<file path="config.mk">
export PLATFORM = sky130hd
export DESIGN_NAME = hist_chan_sched
export DESIGN_NICKNAME = d
export VERILOG_FILES = /design/src/rtl/hist_chan_sched.sv
export SDC_FILE = /design/constraint.sdc
export NUM_CORES = 1
export LEC_CHECK = 0
export BUFFER_PORTS_ARGS = -buffer_cell sky130_fd_sc_hd__buf_2
export CAP_MARGIN = 0
export CORE_ASPECT_RATIO = 1.4
export CORE_MARGIN = 5
export CORE_UTILIZATION = 40
export CTS_CLUSTER_SIZE = 28
export DETAILED_ROUTE_END_ITERATION = 8
export GPL_ROUTABILITY_DRIVEN = 1
export SYNTH_ARGS = -nofsm -noshare
export SYNTH_HDL_FRONTEND = slang
export SYNTH_SLANG_ARGS = --single-unit
</file>
<file path="constraint.sdc">
create_clock -name clk -period 2.15 [get_ports clk]
set_input_delay 0.3225 -clock clk [delete_from_list [all_inputs] [get_ports clk]]
set_output_delay 0.3225 -clock clk [all_outputs]
set_load 0.005 [all_outputs]
</file>
<file path="src/rtl/hist_chan_sched.sv">
// ---------------------------------------------------------------------------
// hist_chan_sched
//
// Schedules histogram acquisition across four colour channels (R, G, B, Y).
// The block selects a channel, accumulates FRAMES_PER_CHAN frames on it, then
// asks the readout engine to drain that histogram. In auto mode the channels
// rotate R->G->B->Y; in manual mode the next channel comes from manual_sel.
//
// Parameters
//   FRAMES_PER_CHAN  frames accumulated per channel before readout (1..255)
//
// Ports
//   clk             in   rising-edge clock
//   reset_n         in   asynchronous active-low reset
//   en              in   scheduler enable; dropping it mid-ACQ aborts to IDLE
//   auto_mode       in   1 = rotate channels, 0 = follow manual_sel
//   manual_sel[1:0] in   manual channel code (0=R 1=G 2=B 3=Y)
//   start_frame     in   frame-start pulse (also seen by the channel selector)
//   frame_end_hist  in   frame-end pulse from the channel selector
//   rd_done         in   readout-complete pulse from the readout engine
//   clr_ovr         in   clears the sticky overrun flag
//   hist_switch[3:0]out  one-hot channel select (bit0=R .. bit3=Y)
//   busy            out  high while acquiring or reading
//   rd_req          out  readout request level
//   rd_chan[1:0]    out  channel code of the histogram being read
//   overrun         out  sticky: a frame start was dropped during READ
// ---------------------------------------------------------------------------
module hist_chan_sched #(
  parameter int unsigned FRAMES_PER_CHAN = 1
) (
  input  logic       clk,
  input  logic       reset_n,
  input  logic       en,
  input  logic       auto_mode,
  input  logic [1:0] manual_sel,
  input  logic       start_frame,
  input  logic       frame_end_hist,
  input  logic       rd_done,
  input  logic       clr_ovr,
  output logic [3:0] hist_switch,
  output logic       busy,
  output logic       rd_req,
  output logic [1:0] rd_chan,
  output logic       overrun
);

  localparam logic [7:0] FRAMES_LAST = 8'(FRAMES_PER_CHAN);

  typedef enum logic [1:0] {
    IDLE = 2'd0,
    ACQ  = 2'd1,
    READ = 2'd2
  } state_t;

  state_t     state_q;
  logic [1:0] acq_chan_q;
  logic [7:0] frame_cnt_q;
  logic [3:0] hist_switch_q;
  logic       busy_q;
  logic       rd_req_q;
  logic [1:0] rd_chan_q;
  logic       overrun_q;

  logic [7:0] frame_cnt_d;
  logic [3:0] next_switch_d;
  logic       drop_d;

  function automatic logic [3:0] chan_onehot(input logic [1:0] code);
    logic [3:0] oh;
    oh = 4'b0000;
    oh[code] = 1'b1;
    return oh;
  endfunction

  // hist_switch is always one-hot, so a priority encode is exact.
  function automatic logic [1:0] chan_code(input logic [3:0] oh);
    logic [1:0] code;
    code = 2'd0;
    if (oh[1]) code = 2'd1;
    if (oh[2]) code = 2'd2;
    if (oh[3]) code = 2'd3;
    return code;
  endfunction

  always_comb begin
    frame_cnt_d   = frame_cnt_q + 8'd1;
    // Rotating the one-hot word left gives R->G->B->Y->R with the wrap built in.
    next_switch_d = auto_mode ? {hist_switch_q[2:0], hist_switch_q[3]}
                              : chan_onehot(manual_sel);
    // A frame start while the histogram is being drained cannot be serviced.
    drop_d        = (state_q == READ) && start_frame;
  end

  always_ff @(posedge clk or negedge reset_n) begin
    if (!reset_n) begin
      state_q       <= IDLE;
      acq_chan_q    <= 2'd0;
      frame_cnt_q   <= 8'd0;
      hist_switch_q <= 4'b0001;
      busy_q        <= 1'b0;
      rd_req_q      <= 1'b0;
      rd_chan_q     <= 2'd0;
      overrun_q     <= 1'b0;
    end else begin
      // Setting wins over clearing so a drop coinciding with clr_ovr is not lost.
      if (drop_d)       overrun_q <= 1'b1;
      else if (clr_ovr) overrun_q <= 1'b0;

      case (state_q)
        IDLE: begin
          if (start_frame && en) begin
            state_q     <= ACQ;
            acq_chan_q  <= chan_code(hist_switch_q);
            frame_cnt_q <= 8'd0;
            busy_q      <= 1'b1;
            // hist_switch is frozen on the start cycle: the selector latches it
            // on this same pulse, so it must not move underneath that latch.
          end else if (!auto_mode) begin
            hist_switch_q <= chan_onehot(manual_sel);
          end
        end
        ACQ: begin
          if (!en) begin
            state_q <= IDLE;
            busy_q  <= 1'b0;
          end else if (frame_end_hist) begin
            frame_cnt_q <= frame_cnt_d;
            if (frame_cnt_d == FRAMES_LAST) begin
              state_q   <= READ;
              rd_req_q  <= 1'b1;
              rd_chan_q <= acq_chan_q;
            end
          end
        end
        READ: begin
          if (rd_done) begin
            state_q       <= IDLE;
            rd_req_q      <= 1'b0;
            busy_q        <= 1'b0;
            hist_switch_q <= next_switch_d;
          end
        end
        default: begin
          state_q  <= IDLE;
          busy_q   <= 1'b0;
          rd_req_q <= 1'b0;
        end
      endcase
    end
  end

  assign hist_switch = hist_switch_q;
  assign busy        = busy_q;
  assign rd_req      = rd_req_q;
  assign rd_chan     = rd_chan_q;
  assign overrun     = overrun_q;

endmodule

</file>
* Yosys cells after proc, flatten, opt, wreduce, memory -nomap -nowiden
Index checks and enable logic that the tools add are counted.
** Cells by class
- Order comparisons :: 2
- Equality and inequality tests :: 13
- Mux-type cells :: 30
- $add $sub $neg :: 1
- Reduce and logical (&&, ||, !) cells :: 14
- Multiply operators :: 0
- Bitwise logic cells :: 1
- Shift operators :: 0
- Divide/modulo/power cells :: 0
** Operator list (count)
- $mux W8 :: 3
- $mux W4 :: 4
- $ne A2 B2 Y1 const B :: 8
- $pmux W8 S2 :: 1
- $reduce_and A4 Y1 :: 4
- $mux W2 :: 7
- $mux W1 :: 10
- $add A8 B1 Y8 const B :: 1
- $eq A8 B1 Y1 const B :: 1
- $pmux W4 S2 :: 1
- $ne A3 B3 Y1 const B :: 2
- $pmux W1 S3 :: 2
- $pmux W2 S3 :: 1
- $reduce_bool A2 Y1 :: 3
- $reduce_and A5 Y1 :: 1
- $logic_and A1 B1 Y1 :: 3
- $lt A2 B3 Y1 const B :: 1
- $reduce_and A3 Y1 :: 1
- $demux W1 S2 :: 1
- $eq A2 B1 Y1 const B :: 1
- $eq A2 B2 Y1 const B :: 1
- $ge A2 B1 Y1 const B :: 1
- $logic_not A2 Y1 :: 1
- $reduce_and A2 Y1 :: 1
- $not A1 Y1 :: 1
** Word-level totals
- Logic and storage cells :: 69
- Memories :: 0
- Register bits after elaboration :: 21
- Input bits :: 10
- Memory bits (read-only) :: 0
- RAM bits :: 0
- Output and inout port bits :: 9
- Latch bits :: 0

* Logic depth before layout (Yosys ltp)
Gate-level depths: netlist (run 1).
- Word-level depth :: 7
- Depth in mapped cells :: 6

* Worst setup path after synthesis (run 1)
Ideal clock, no wire load.
- Path type :: reg2reg
- Start :: reg frame_cnt_q[0]
- End :: reg rd_chan_q[0], in the netlist rd_chan[0]
- Data required time :: 2025 ps
- Clock period less this slack :: 1820 ps
- Data arrival time :: 1695 ps
- Slack :: 330 ps
- Stages on the path, launching flop included :: 7
- Cell sequence :: dfrtp_1 -> ha_1 -> or4_1 -> o21ai_2 -> a21oi_2 -> nor3_4 -> mux2_4
** On the way
- Longest elaborated chain between the ends :: 3
** RTL lines
- from (decl) :: RTL line 57 : logic [7:0] frame_cnt_q;
- from (signal assigned) :: RTL line 127 : frame_cnt_q <= frame_cnt_d;
- $add A8 B1 Y8 :: RTL line 86 : frame_cnt_d = frame_cnt_q + 8'd1;
- $eq A8 B1 Y1 :: RTL line 128 : if (frame_cnt_d == FRAMES_LAST) begin
- $reduce_and A4 Y1 (no line)
- to (signal assigned) :: RTL line 131 : rd_chan_q <= acq_chan_q;
- to (decl) :: RTL line 61 : logic [1:0] rd_chan_q;
Every way passes these cells.
A chain may end at the register's enable or synchronous reset.

* Worst setup path after layout (run 1)
Ends and elaborated chain as after synthesis.

==> metrics.md, run 1 <==
| Metric | Value |
|---|---|
| Crit path kind | reg -> reg |
| Max-Cap Viols | 0 |
| Initial core utilization | a little over 40% |
| Syn avg cell area | 9.251 um2 |
| Placed insts | about 180 |
| Worst slew pin tran | about 0.46 ns |
| Post-synth EDFFs | 0 |
| CTS-repair resized insts | 0 |
| Dpl hpwl | 1902 um |
| Warnings, synthesis | 0 |
| Max H-tree Level | 1 |
| FP Rows | 23 |
| Count of final hold-check violations | 0 |
| Crit share post-route | between 80% and 90% |
| Power, Total | ~0.0011 W |
| Die footprint | ~4100 um2 |
| Maximum vdd drop | 568.7 uV |
| Final worst setup slack | about 0.23 ns |
| CTS Buf Count | 3 |
| Drt pass-1 iters | 4 |
| Clock skew | between 0.008 and 0.009 ns |
| Largest area contributor in the netlist | dfrtp_1 |
| Flops & latches, synth | 21 |
| Endpoint class of the critical path | flip-flop |
| IO Pins | 19 |
| Fmax | 520.6 MHz |
| Async SR Flop Fraction | 100.0% |
| Synth Instances | ~130 |
| Antenna violations before repair | 0 |
| Slowest-stage cell, CP | dfrtp_1 |
| Buf/Inv on CP | 0 |
| Vias/cell | around 5.3 |
| P per Cell Area | about 850 nW/um2 |
| Tightest Hold Check Type | in -> async |
| Max stage delay on crit path | 0.43 ns |
| CP cell instances | ha_1, or4_1, o21ai_2, a21oi_2, nor3_4, mux2_4 |
| Fin Setup TNS | 0 ns |
| Critical path peak fanout | 6 |
| Final setup violating endpoints | 0 |
| Vias in the first global route | 989 |
| Synthesized cell area | approximately 1200 um2 |
| Synth Flop Type | dfrtp_1 |
| Top-count cell post-synth | nor2_1 |
| Root Driver | clkbuf_8 |
| ANT nets after route | 0 |
| Vias | about 960 |
| Post-DR wirelength/cell | ~14 um |
| Worst-Skew Late Latency | 0.26 ns |
| Post-placement setup slack | around 0.22 ns |
| DRT iter0 DRCs | 22 |
| Number of port buffers | 18 |
| Largest net degree at the start of global routing | 22 |
| Core Region | 2849 um2 |
| Synth top area share | 42.60% |
| Final net count | between 150 and 200 |
| Layout Cells excl Fill | 182 |
| Drt drc | 0 |
| CTS Sinks | 21 |
| Max-Slew Margin vs Limit | between 60 and 70% |
| Syn-to-layout area delta | 13.95% |
| Clk buf depth | 2 |
| RD Place Congestion | roughly 0.74 |
| Outcome | complete, no violations |
| GR Util All Layers | between 10% and 20% |
| Static leakage | roughly 0.61 nW |
| Register area share after synthesis | about 45% |
| First-pass GRT wire length | roughly 4300 um |
| Syn Nets | 139 |
| Slew Limit Fails | 0 |
| Critical path's top delay family | simple AND/OR/NAND/NOR gates |
| Startpoint Class | flip-flop |
| Setup bufs post-CTS | 0 |
| Hold Buf Count CTS | 0 |
| Final worst path period need | about 1.9 ns |
| Most area-consuming cells after synthesis | dfrtp_1 43%, nor2_1 6.7%, o21ai_0 5.5%, a21oi_1 3.4%, nand3_1 3.0% |
| Netlist cell types | 36 |
| Share of layout cells above drive strength 1 | between 20% and 30% |
| Clk pin slew, worst setup/hold paths | roughly 0.080 ns |
| DIE WIDTH | approximately 56 um |
| Aggregate routed wire length | 2471 um |
| Top post-synthesis cells by count | 21 x nor2_1, 20 x dfrtp_1, 13 x o21ai_0 |
| Worst Path Required | 2.31 ns |
| WP data arrival | between 2 and 2.5 ns |
| CTS tree | done |
| Ant diodes | 0 |
| RSZ-0062 raised after global routing | no |
| Die Y | ~74 um |
| GRT overflow | 0 |
-- path summary, 6_finish.rpt --
check | start | endpoint | slack [ns] | depth (start not counted)
max | frame_cnt_q[0]$_DFFE_PN0P_ | rd_chan[0]$_DFFE_PN0P_ | 0.23 | 6
min | reset_n | state_q[1]$_DFFE_PN0P_ | 0.007 | 1
max reg2reg | frame_cnt_q[0]$_DFFE_PN0P_ | rd_chan[0]$_DFFE_PN0P_ | 0.23 | 6
min reg2reg | rd_req$_DFFE_PN0P_ | rd_req$_DFFE_PN0P_ | 0.51 | 1
max in group asynchronous | reset_n | hist_switch[0]$_DFFE_PN1P_ | 1.79 | 1
min in group clk | clr_ovr | overrun$_DFFE_PN0P_ | 0.25 | 2
-- logic make-up after synthesis --
group,Yosys count,share of synthesized area [%]
and+or+nand+nor,53,24.92
adders and majority gates,2,2.130
DFF,21,44.84
buffers and inverters,11,4.473
AOI/OAI and AO/OA,33,17.04
xor gates and xnor gates,3,2.237
muxes,4,4.366
-- metal layers --
layer,GRT usage (%),vias to the layer above,share of wire (%)
met5,0,-,0
met4,5.676,0,1.4
met3,2.257,4,3.4
li1,-,481,-
met1,13.67,456,41
met2,25.79,17,55
-- layout make-up --
cell class | instances | area [um2]
multi-input combinational | 95 | 595.6
inverter | 5 | 18.77
clock inverter | 1 | 5.005
clock buffer | 3 | 41.29
fill | 295 | 1510
timing repair buffer | 20 | 105.1
sequential | 21 | 526.8
tap | 37 | 46.29
-- report_power, final --
group	switching, W	internal, W	total (W)	leakage [nW]
sequential	0.0000808	0.000492	0.000572	0.260
combinational	0.000146	0.000155	0.000301	0.319
clock	0.000129	0.000129	0.000258	0.0255
total	0.000357	0.000775	0.00113	0.605
-- flip-flops by register name, indices dropped and copies added, names as in the netlist --
name and count:
acq_chan_q 2, busy 1, frame_cnt_q 8, hist_switch 4
overrun 1, rd_chan 2, rd_req 1, state_q 2
-- through the flow --
step	util, %	hold slack [ns]	instance area [um2]
finish	46.99	0.007227	1339
global route	46.99	0.05470	1339
CTS	46.99	0.03078	1339
detailed placement	45.37	0.3141	1292
global placement	45.37	0.3050	1292
floorplan	-	0.02691	1175
-- cell usage in the layout (no fill, tap or decap), types with 2 or more instances in the layout --
cell and count:
a31oi_1 3, o41ai_1 2, buf_2 18, o31ai_1 2
a21oi_1 8, nor2_1 21, dfrtp_1 20, mux2_4 2
ha_1 2, clkbuf_8 3, o21ai_0 13, nor2b_1 4
nand3_1 7, nand2_1 6, buf_4 2, a21o_2 2
nand4_1 2, xnor2_1 2, inv_1 5, nand3b_1 4
Note: power is estimated with default switching activity, not from simulation.
==> inputs of run 2 (changes only) <==
--- a/config.mk
+++ b/config.mk
@@ -9,10 +9,11 @@
 export CAP_MARGIN = 0
 export CORE_ASPECT_RATIO = 1.4
 export CORE_MARGIN = 5
-export CORE_UTILIZATION = 40
+export CORE_UTILIZATION = 49
 export CTS_CLUSTER_SIZE = 28
 export DETAILED_ROUTE_END_ITERATION = 8
 export GPL_ROUTABILITY_DRIVEN = 1
+export PLACE_DENSITY = 0.73
 export SYNTH_ARGS = -nofsm -noshare
 export SYNTH_HDL_FRONTEND = slang
 export SYNTH_SLANG_ARGS = --single-unit
==> constraint.sdc (replaced) <==
create_clock -name clk -period 1.61 [get_ports clk]
set_input_delay 0.2415 -clock clk [delete_from_list [all_inputs] [get_ports clk]]
set_output_delay 0.2415 -clock clk [all_outputs]
set_load 0.005 [all_outputs]
==> metrics.md, run 2 (synthesized netlist as in run 1, its figures left out) <==
| Metric | Value |
|---|---|
| Fmax | 551.9 MHz (+6.0%) |
| Placed insts | 182 (+2.2%) |
| RD Place Congestion | 0.9144 (+23%) |
| Antenna violations before repair | 0 (unchanged) |
| P per Cell Area | 1001 nW/um2 (+18%) |
| Final worst setup slack | -0.2020 ns (-0.4312 ns) |
| CTS Buf Count | 3 (unchanged) |
| RSZ-0062 raised after global routing | yes |
| Util after Layout | 62.39% (+15 points) |
| Design Area, Final | 1459 um2 (+9.0%) |
| Violated checks | negative setup slack |
| Max-Slew Margin vs Limit | 68.26% (-0.59 points) |
| Ant diodes | 0 (unchanged) |
| Most frequent cells in the layout | 21 x nor2_1, 20 x buf_4, 19 x dfrtp_1 |
| Die Y | 67.94 um (-8.3%) |
| Cell Area, Placed | 1413 um2 (+9.3%) |
| Crit share post-route | 112.5% (+23 points) |
| DRT iter0 DRCs | 17 (-23%) |
| GRT overflow | 0 (unchanged) |
| FP Rows | 21 (-8.7%) |
| Clock skew | 0.002334 ns (-0.005943 ns) |
| Dpl hpwl | 1915 um (+0.67%) |
| CTS Sinks | 21 (unchanged) |
| Post-DR wirelength/cell | 12.96 um (-4.6%) |
| Vias/cell | 5.508 (+4.6%) |
| Critical path peak fanout | 4 (-2) |
| Crit path kind | reg -> reg |
| GR Util All Layers | 16.41% (+3.3 points) |
| Initial core utilization | 50.24% (+9.0 points) |
| Worst-Skew Late Latency | 0.30 ns (+0.04 ns) |
| Worst Path Required | 1.80 ns (-0.51 ns) |
| DIE WIDTH | 51.39 um (-7.9%) |
| Aggregate routed wire length | 2423 um (-1.9%) |
| ANT nets after route | 0 (unchanged) |
| Maximum vdd drop | 636.3 uV (+12%) |
| Layout Cells excl Fill | 187 (+2.7%) |
| Share of layout cells above drive strength 1 | 34.15% (+10 points) |
| Core Region | 2338 um2 (-18%) |
| Final setup violating endpoints | 5 (+5) |
| Largest net degree at the start of global routing | 22 (unchanged) |
| Clk buf depth | 2 (unchanged) |
| Final worst path period need | 1.812 ns (-0.1088 ns) |
| Root Driver | clkbuf_4 |
| Commonest non-fill, non-tap cell in the layout | nor2_1 |
| Tightest Hold Check Type | in -> reg |
| Vias | 1030 (+7.5%) |
| Final net count | 177 (+12%) |
| Drt pass-1 iters | 4 (unchanged) |
| First-pass GRT wire length | 4319 um (+1.5%) |
| CTS tree | done |
| Number of port buffers | 18 (unchanged) |
| Max stage delay on crit path | 0.43 ns (about the same) |
| Vias in the first global route | 1054 (+6.6%) |
| Post-placement setup slack | -0.2028 ns (-0.4251 ns) |
| Worst slew pin tran | 0.4760 ns (+0.01143 ns) |
| Max H-tree Level | 1 (unchanged) |
| Biggest register | frame_cnt_q |
| Clk pin slew, worst setup/hold paths | 0.11 ns (+0.03 ns) |
| IO Pins | 19 (unchanged) |
| CP cell instances | ha_2, or4_4, o21ai_2, a21oi_2, nor3_4, mux2_4 |
| Max reg flops | 8 (unchanged) |
| Max-Cap Viols | 0 (unchanged) |
| Die footprint | 3491 um2 (-16%) |
| Drt drc | 0 (unchanged) |
| Endpoint class of the critical path | flip-flop |
| Critical path's top delay family | simple AND/OR/NAND/NOR gates |
| Static leakage | 0.6859 nW (+13%) |
| Syn-to-layout area delta | 24.17% |
| Slew Limit Fails | 0 (unchanged) |
| Startpoint Class | flip-flop |
| Outcome | finished, violations left |
| Buf/Inv on CP | 0 (unchanged) |
| Count of final hold-check violations | 0 (unchanged) |
| WP data arrival | 2.01 ns (-0.07 ns) |
| Slowest-stage cell, CP | dfrtp_1 |
==> run 2: cell count changes in the layout (fill, tap and decap cells not counted), sizes merged <==
cell	change
clkbuf	+1
clkinv	-1
dlygate4sd3	+1
buf	+18
==> run 2: final timing paths <==
kind                                            start                    endpoint  slack (ns)  cells after the start
max                        frame_cnt_q[0]$_DFFE_PN0P_      rd_chan[0]$_DFFE_PN0P_       -0.20                      6
min                                           clr_ovr         overrun$_DFFE_PN0P_        0.12                      2
max reg2reg                frame_cnt_q[0]$_DFFE_PN0P_      rd_chan[0]$_DFFE_PN0P_       -0.20                      6
min reg2reg                        rd_req$_DFFE_PN0P_          rd_req$_DFFE_PN0P_        0.50                      1
max in group asynchronous                     reset_n  hist_switch[0]$_DFFE_PN1P_        0.84                      2
min in group asynchronous                     reset_n  frame_cnt_q[7]$_DFFE_PN0P_        0.42                      2
==> run 2: repair_timing <==
action,CTS,global route
resized for setup,2,1
setup endpoints to repair,5,5
endpoints found under the hold margin,20,0
pin swaps,0,2
setup buffers,0,1
hold buffers,1,0
==> run 2: layout make-up <==
cell class	instances	area (um2)
clock buffer	4	26.28
fill	189	879.6
sequential	21	528.0
timing repair buffer	39	250.2
inverter	5	18.77
tap	23	28.78
multi-input combinational	95	606.8
==> run 2: metal layers <==
layer / share of wire (%) / global-route usage [%] / vias to the layer above / wire [um]
met1: 41 / 17.15 / 489 / 987
met2: 55 / 30.89 / 15 / 1324
met3: 2.9 / 2.397 / 4 / 71
met5: 0 / 0 / - / 0
met4: 1.7 / 9.180 / 0 / 40
li1: - / - / 522 / -
==> run 2: power by group <==
group,leakage [nW],internal [W],switching [W]
clock,0.0150,0.0000965,0.000152
sequential,0.259,0.000655,0.0000938
combinational,0.412,0.000251,0.000212
total,0.686,0.00100,0.000457
==> run 2: through the flow <==
step | power (W) | setup TNS, ns | hold WS (ns)
6_report | 0.001460 | -0.5552 | 0.1201
5_1_grt | 0.001602 | -1.014 | 0.1287
4_1_cts | 0.001490 | -0.6373 | 0.1062
3_5_place_dp | 0.001225 | -0.5766 | 0.2334
3_3_place_gp | 0.001204 | -0.4324 | 0.2251
2_1_floorplan | 0.001007 | -0.3466 | -0.05409
